==> config.mk <==
export PLATFORM = sky130hd
export DESIGN_NAME = mips_fetch_unit
export DESIGN_NICKNAME = d
export VERILOG_FILES = /design/src/rtl/mips_pkg.sv /design/src/rtl/fetch_fifo.sv /design/src/rtl/mips_fetch_unit.sv
export SDC_FILE = /design/constraint.sdc
export NUM_CORES = 1
export LEC_CHECK = 0
export CAP_MARGIN = 10
export CORE_UTILIZATION = 56
export DETAILED_ROUTE_END_ITERATION = 8
export PLACE_DENSITY = 0.77
export SYNTH_ARGS = -nofsm -noshare
export SYNTH_HDL_FRONTEND = slang
export SYNTH_SLANG_ARGS = --single-unit
==> constraint.sdc <==
create_clock -name Clk -period 4.05 [get_ports Clk]
set_input_delay 0.6075 -clock Clk [delete_from_list [all_inputs] [get_ports Clk]]
set_output_delay 0.6075 -clock Clk [all_outputs]
set_load 0.02 [all_outputs]
==> src/rtl/mips_pkg.sv <==
// Shared types and constants for the MIPS instruction fetch path.
package mips_pkg;

   localparam int unsigned INSTR_W = 32;
   localparam logic [INSTR_W-1:0] NOP = 32'h0;

   typedef enum logic [1:0] {
      IDLE = 2'd0,
      REQ  = 2'd1,
      DROP = 2'd2
   } fetch_state_e;

endpackage

==> src/rtl/fetch_fifo.sv <==
// Synchronous FIFO of {pc, instr} entries; flush dominates push and pop.
import mips_pkg::*;

module fetch_fifo #(
   parameter int unsigned DEPTH = 4
) (
   input  logic                       clk,
   input  logic                       rst,
   input  logic                       push,
   input  logic [2*INSTR_W-1:0]       push_data,
   input  logic                       pop,
   input  logic                       flush,
   output logic [2*INSTR_W-1:0]       head,
   output logic [$clog2(DEPTH):0]     count
);

   localparam int unsigned AW = $clog2(DEPTH);
   localparam logic [AW:0] FULL_CNT = (AW+1)'(DEPTH);

   logic [2*INSTR_W-1:0] mem_q [DEPTH];
   logic [AW-1:0]        rd_ptr_q, wr_ptr_q;
   logic [AW:0]          count_q;
   logic                 do_push, do_pop;

   // A push into a full FIFO is legal only when the head leaves in the same cycle.
   assign do_pop  = pop && (count_q != '0);
   assign do_push = push && ((count_q != FULL_CNT) || do_pop);

   always_ff @(posedge clk) begin
      if (rst || flush) begin
         rd_ptr_q <= '0;
         wr_ptr_q <= '0;
         count_q  <= '0;
      end else begin
         if (do_push) begin
            mem_q[wr_ptr_q] <= push_data;
            wr_ptr_q        <= wr_ptr_q + 1'b1;
         end
         if (do_pop) begin
            rd_ptr_q <= rd_ptr_q + 1'b1;
         end
         count_q <= count_q + {{AW{1'b0}}, do_push} - {{AW{1'b0}}, do_pop};
      end
   end

   assign head  = mem_q[rd_ptr_q];
   assign count = count_q;

endmodule

==> src/rtl/mips_fetch_unit.sv <==
// Fetch stage: one-outstanding imem request, instruction FIFO, redirect flush.
// Optional FETCH_STATS_EN adds FetchCount/FlushCount counters.
import mips_pkg::*;

module mips_fetch_unit #(
   parameter int unsigned         DEPTH    = 4,
   parameter logic [INSTR_W-1:0]  RESET_PC = 32'h0000_0000
) (
   input  logic               Clk,
   input  logic               Res,
   output logic               IMemReq,
   output logic [INSTR_W-1:0] IMemAddr,
   input  logic               IMemAck,
   input  logic [INSTR_W-1:0] IMemData,
   output logic               InstrValid,
   output logic [INSTR_W-1:0] Instr,
   output logic [INSTR_W-1:0] InstrPC,
   input  logic               InstrReady,
   input  logic               Redirect,
   input  logic [INSTR_W-1:0] RedirectPC
`ifdef FETCH_STATS_EN
   ,
   output logic [31:0]        FetchCount,
   output logic [31:0]        FlushCount
`endif
);

   localparam int unsigned AW = $clog2(DEPTH);
   localparam logic [AW:0] FULL_CNT = (AW+1)'(DEPTH);

   fetch_state_e         state_q, state_d;
   logic [INSTR_W-1:0]   pc_q, pc_d;
   logic [INSTR_W-1:0]   addr_q, addr_d;
   logic [INSTR_W-1:0]   target;
   logic                 xfer, push, pop;
   logic [AW:0]          count, count_after;
   logic [2*INSTR_W-1:0] head;

   assign IMemReq     = (state_q != IDLE);
   assign IMemAddr    = addr_q;
   assign xfer        = IMemReq && IMemAck;
   assign target      = {RedirectPC[INSTR_W-1:2], 2'b00};
   assign pop         = InstrValid && InstrReady;
   assign count_after = count + 1'b1 - {{AW{1'b0}}, pop};

   // pc_q is the next fetch address; it differs from addr_q only in DROP,
   // where addr_q holds the abandoned request and pc_q the redirect target.
   always_comb begin
      state_d = state_q;
      pc_d    = pc_q;
      addr_d  = addr_q;
      push    = 1'b0;
      unique case (state_q)
         IDLE: begin
            if (Redirect) begin
               pc_d    = target;
               addr_d  = target;
               state_d = REQ;
            end else if (count < FULL_CNT) begin
               state_d = REQ;
            end
         end
         REQ: begin
            if (xfer && Redirect) begin
               pc_d   = target;
               addr_d = target;
            end else if (xfer) begin
               push    = 1'b1;
               pc_d    = addr_q + 32'd4;
               addr_d  = addr_q + 32'd4;
               state_d = (count_after < FULL_CNT) ? REQ : IDLE;
            end else if (Redirect) begin
               pc_d    = target;
               state_d = DROP;
            end
         end
         DROP: begin
            if (Redirect) begin
               pc_d = target;
            end
            if (xfer) begin
               addr_d  = Redirect ? target : pc_q;
               state_d = REQ;
            end
         end
         default: state_d = IDLE;
      endcase
   end

   always_ff @(posedge Clk) begin
      if (Res) begin
         state_q <= IDLE;
         pc_q    <= RESET_PC;
         addr_q  <= RESET_PC;
      end else begin
         state_q <= state_d;
         pc_q    <= pc_d;
         addr_q  <= addr_d;
      end
   end

   fetch_fifo #(
      .DEPTH (DEPTH)
   ) u_fifo (
      .clk       (Clk),
      .rst       (Res),
      .push      (push),
      .push_data ({addr_q, IMemData}),
      .pop       (pop),
      .flush     (Redirect),
      .head      (head),
      .count     (count)
   );

   assign InstrValid = (count != '0);
   assign Instr      = InstrValid ? head[INSTR_W-1:0] : NOP;
   assign InstrPC    = InstrValid ? head[2*INSTR_W-1:INSTR_W] : '0;

`ifdef FETCH_STATS_EN
   logic [31:0] fetch_cnt_q, flush_cnt_q;

   always_ff @(posedge Clk) begin
      if (Res) begin
         fetch_cnt_q <= '0;
         flush_cnt_q <= '0;
      end else begin
         if (push) fetch_cnt_q <= fetch_cnt_q + 32'd1;
         if (Redirect) flush_cnt_q <= flush_cnt_q + 32'd1;
      end
   end

   assign FetchCount = fetch_cnt_q;
   assign FlushCount = flush_cnt_q;
`endif

endmodule

==> results.md, run 1 <==
* Slew @ Worst Pin at 0.973 ns
* Total chip power at 9.66 mW
* Maxcap violations at 0
* Multi-input logic area at 5120 µm²
* Hold EP: IMemAddr[1]
* CTS buffer count at 35
* Cell taking the most area after synthesis: edfxtp_1
* Status: complete, no violations
* Arrival @ worst endpoint at 2.84 ns
* DP Cell Count at 1491
* Setup violations, final at 0
* Pwr/cell area at 538 nW/µm²
* Final WL at 35.6 mm
* Design Area, Final at 18000 µm²
* DP Area at 16800 µm²
* Final Hold Vio Count at 0
* Vias per inst at 6.40
* DR vias at 9943
* Root Driver: clkbuf_16
* Leakage power at 5.91 nW
* Longest Clk Path Bufs at 3
* Synth Register Bits at 331
* Cell family with most CP delay: buffers and inverters
* Register area at 9200 µm²
* Setup CP Type: flop to output pin
* Prevailing post-synth register cell: edfxtp_1
* Dominant cells by area after synthesis: edfxtp_1, dfxtp_1, mux4_2
* Buf/Inv on CP at 2
* Vias in the first global route at 9608
* Post-Layout Cell Count at 1554
* CP Max Fanout at 27
* Routability Congestion at 0.882
* Netlist cell types at 77
* Reg2Reg Depth at 7
* Final Cycle Share at 85.2%
* Count leader, synth: edfxtp_1
* Post-synthesis net count at 1116
* HP Start: pc_q[1]
* Initial antenna violation count at 1
* Post-synth ARST share at 0%
* Post-synth EDFFs at 256
* Die area at 26900 µm²
* Row count at 58
* Top cell type's share of synthesized area at 52.4%
* Worst Hold Class: flop to flop
* Grt ovf at 0
* Hold-fix buffers, CTS at 0
* H-tree depth at 2
* RSZ-0062 raised after global routing: false
* Post-CTS setup buffer count at 0
* Post-DR wirelength/cell at 22.9 µm
* Synth Cell Area at 14700 µm²
* Setup crit end kind: output pin
* Reg-to-Reg Start: state_q[0]
* Cells after Synth at 1035
* Minimum clock period at 3.45 ns
* Clock sink total at 331
* Slew headroom at 35.1%
* Die Y at 164 µm
* Sequential-to-total area share from yosys stat at 62.6%
* Core ar. at 25500 µm²
* Setup slack, reg-to-reg at 1.02 ns
* First-pass GRT wire length at 54.9 mm
* Slowest stage delay, CP at 0.75 ns
* Peak VDD IR at 426 µV
* Layout cells sized above 1 at 14.0%
* Setup_tns at 0 ns
* FILL cells at 1671
* CP max-delay cell: dfxtp_4
* Pre-Repair DR Iteration Count at 5
* Layout Skew at 0.0142 ns
* CTS tree: built
* Largest net degree at the start of global routing at 43
* Top cells by count, synth: edfxtp_1, and2_1, dfxtp_1, mux4_2, nand2_1
* DIE WIDTH at 164 µm
* CTS resizes at 0
* DRC Markers at 0
* Cell breakdown of the critical path: buf_12 > mux4_2 > and2_1 > clkdlybuf4s50_1
* DRT iter0 DRCs at 1027
* Fmax at 0.290 GHz
* Startpoint types: flop
* Io pins at 167
* Hold depth at 2
* Average size of a mapped cell at 14.2 µm²
* Yosys Warn Count at 0
* Initial Util at 57.6%
* Req. time, crit path at 3.44 ns
* Antenna Violating Nets Remaining at 0
* Syn-to-layout area delta at 22.3%
* GRT Util Overall at 26.9%
* Reg clk slew, reported paths at 0.06 ns
* IO Port Bufs at 164
* Number of max-slew violations in the final report at 0
* Nets@finish at 1279
* Clk_lat worst skew at 0.51 ns
* Reg2Reg Capture Point: pc_q[23]
* Post-DP HPWL at 22.1 mm
==> area by class of cell <==
type                       instances  area share (%)
inverter                          22           0.460
clock inverter                    12           0.857
timing repair buffer             197            11.1
clock buffer                      50            5.48
antenna                            1          0.0139
multi-input combinational        611            28.5
sequential                       331            51.2
tap                              330            2.30
==> layer usage <==
metal | GRT usage (%) | wire length (µm) | up-vias
met1 | 37.2 | 14400 | 4907
met4 | 8.33 | 776 | 0
li1 | - | - | 4437
met3 | 4.32 | 3100 | 71
met5 | 0 | 0 | -
met2 | 43.9 | 17300 | 528
==> how the worst max path moves through the flow <==
stage	from	to	slack, ns	cells after the start
2_1_floorplan	state_q[0]	u_fifo.mem_q[0][0]	0.62	7
3_3_place_gp	Redirect	pc_q[23]	0.94	6
3_5_place_dp	Redirect	pc_q[23]	0.90	6
4_1_cts	flop	InstrPC[14]	0.52	4
5_1_grt	flop	InstrPC[14]	0.46	4
6_report	flop	InstrPC[14]	0.60	4
==> state kept, by name, summed over array words and instances, names as in the netlist, named ones only <==
| name | flops |
|---|---|
| IMemAddr | 32 |
| u_fifo.rd_ptr_q | 2 |
| u_fifo.count | 3 |
| u_fifo.mem_q | 256 |
| state_q | 2 |
| u_fifo.wr_ptr_q | 2 |
| pc_q | 32 |
==> layout by cell type (no fill, tap or decap), types with 8 or more instances in the layout <==
master           synthesis  layout
nand3_1                 21      21
xnor2_1                 12      12
inv_1                   20      20
nand2_1                 47      47
o22ai_1                 14      14
a21oi_1                 37      37
o211ai_1                 8       8
and2_1                  75      71
a22oi_1                 22      22
edfxtp_1               256     256
nor2_1                  44      44
buf_12                   0       9
clkdlybuf4s50_1          0     164
o21ai_0                 35      35
nand4_1                 10      10
clkbuf_16                0      37
a221oi_1                19      19
clkbuf_1                44      12
a22o_1                  21      21
buf_4                    2      24
xor2_1                  14      14
dfxtp_1                 75      73
and4_1                   9       9
ha_1                    11      11
a211oi_1                 9       9
mux4_2                  64      64
and3_1                  11      11
nor3_1                  14      14
==> metrics by stage <==
stage | worst slack [ns] | hold WS, ns | util [%]
finish | 0.598 | 0.479 | 70.5
global route | 0.463 | 0.485 | 70.5
CTS | 0.518 | 0.469 | 70.5
detailed placement | 0.904 | 0.469 | 66.0
global placement | 0.944 | 0.460 | 66.0
floorplan | 0.618 | 0.448 | -
==> logic make-up after synthesis <==
group / count (synthesis) / synth area share, %
adder cells (fa/ha/maj): 12 / 1.07
XOR/XNOR: 26 / 1.55
buffers and inverters: 93 / 2.60
flip-flops: 331 / 62.6
AND/OR/NAND/NOR: 274 / 10.7
multiplexers: 71 / 10.3
AO/OA/AOI/OAI: 228 / 11.2
==> report_power, final <==
group / leakage, nW / switching, mW / internal (mW) / total (mW)
combinational: 2.41 / 1.25 / 0.856 / 2.10
sequential: 2.96 / 0.409 / 3.95 / 4.36
clock: 0.545 / 1.25 / 1.94 / 3.20
total: 5.91 / 2.91 / 6.75 / 9.66
==> worst min-delay path, delay by kind of cell, from the launching register on <==
kind / cells / cell delay [ns]
flops: 1 / 0.31
compound gates: 1 / 0.06
simple gates: 1 / 0.06
(Power assumes the default switching activity.)
==> run 2, diff against run 1 <==
--- a/config.mk
+++ b/config.mk
@@ -9,6 +9,7 @@
 export CORE_UTILIZATION = 56
 export DETAILED_ROUTE_END_ITERATION = 8
 export PLACE_DENSITY = 0.77
+export SETUP_SLACK_MARGIN = 0.15
 export SYNTH_ARGS = -nofsm -noshare
 export SYNTH_HDL_FRONTEND = slang
 export SYNTH_SLANG_ARGS = --single-unit
==> results of run 2 <==
No change in the layout: final DEF, timing and power equal those of run 1.
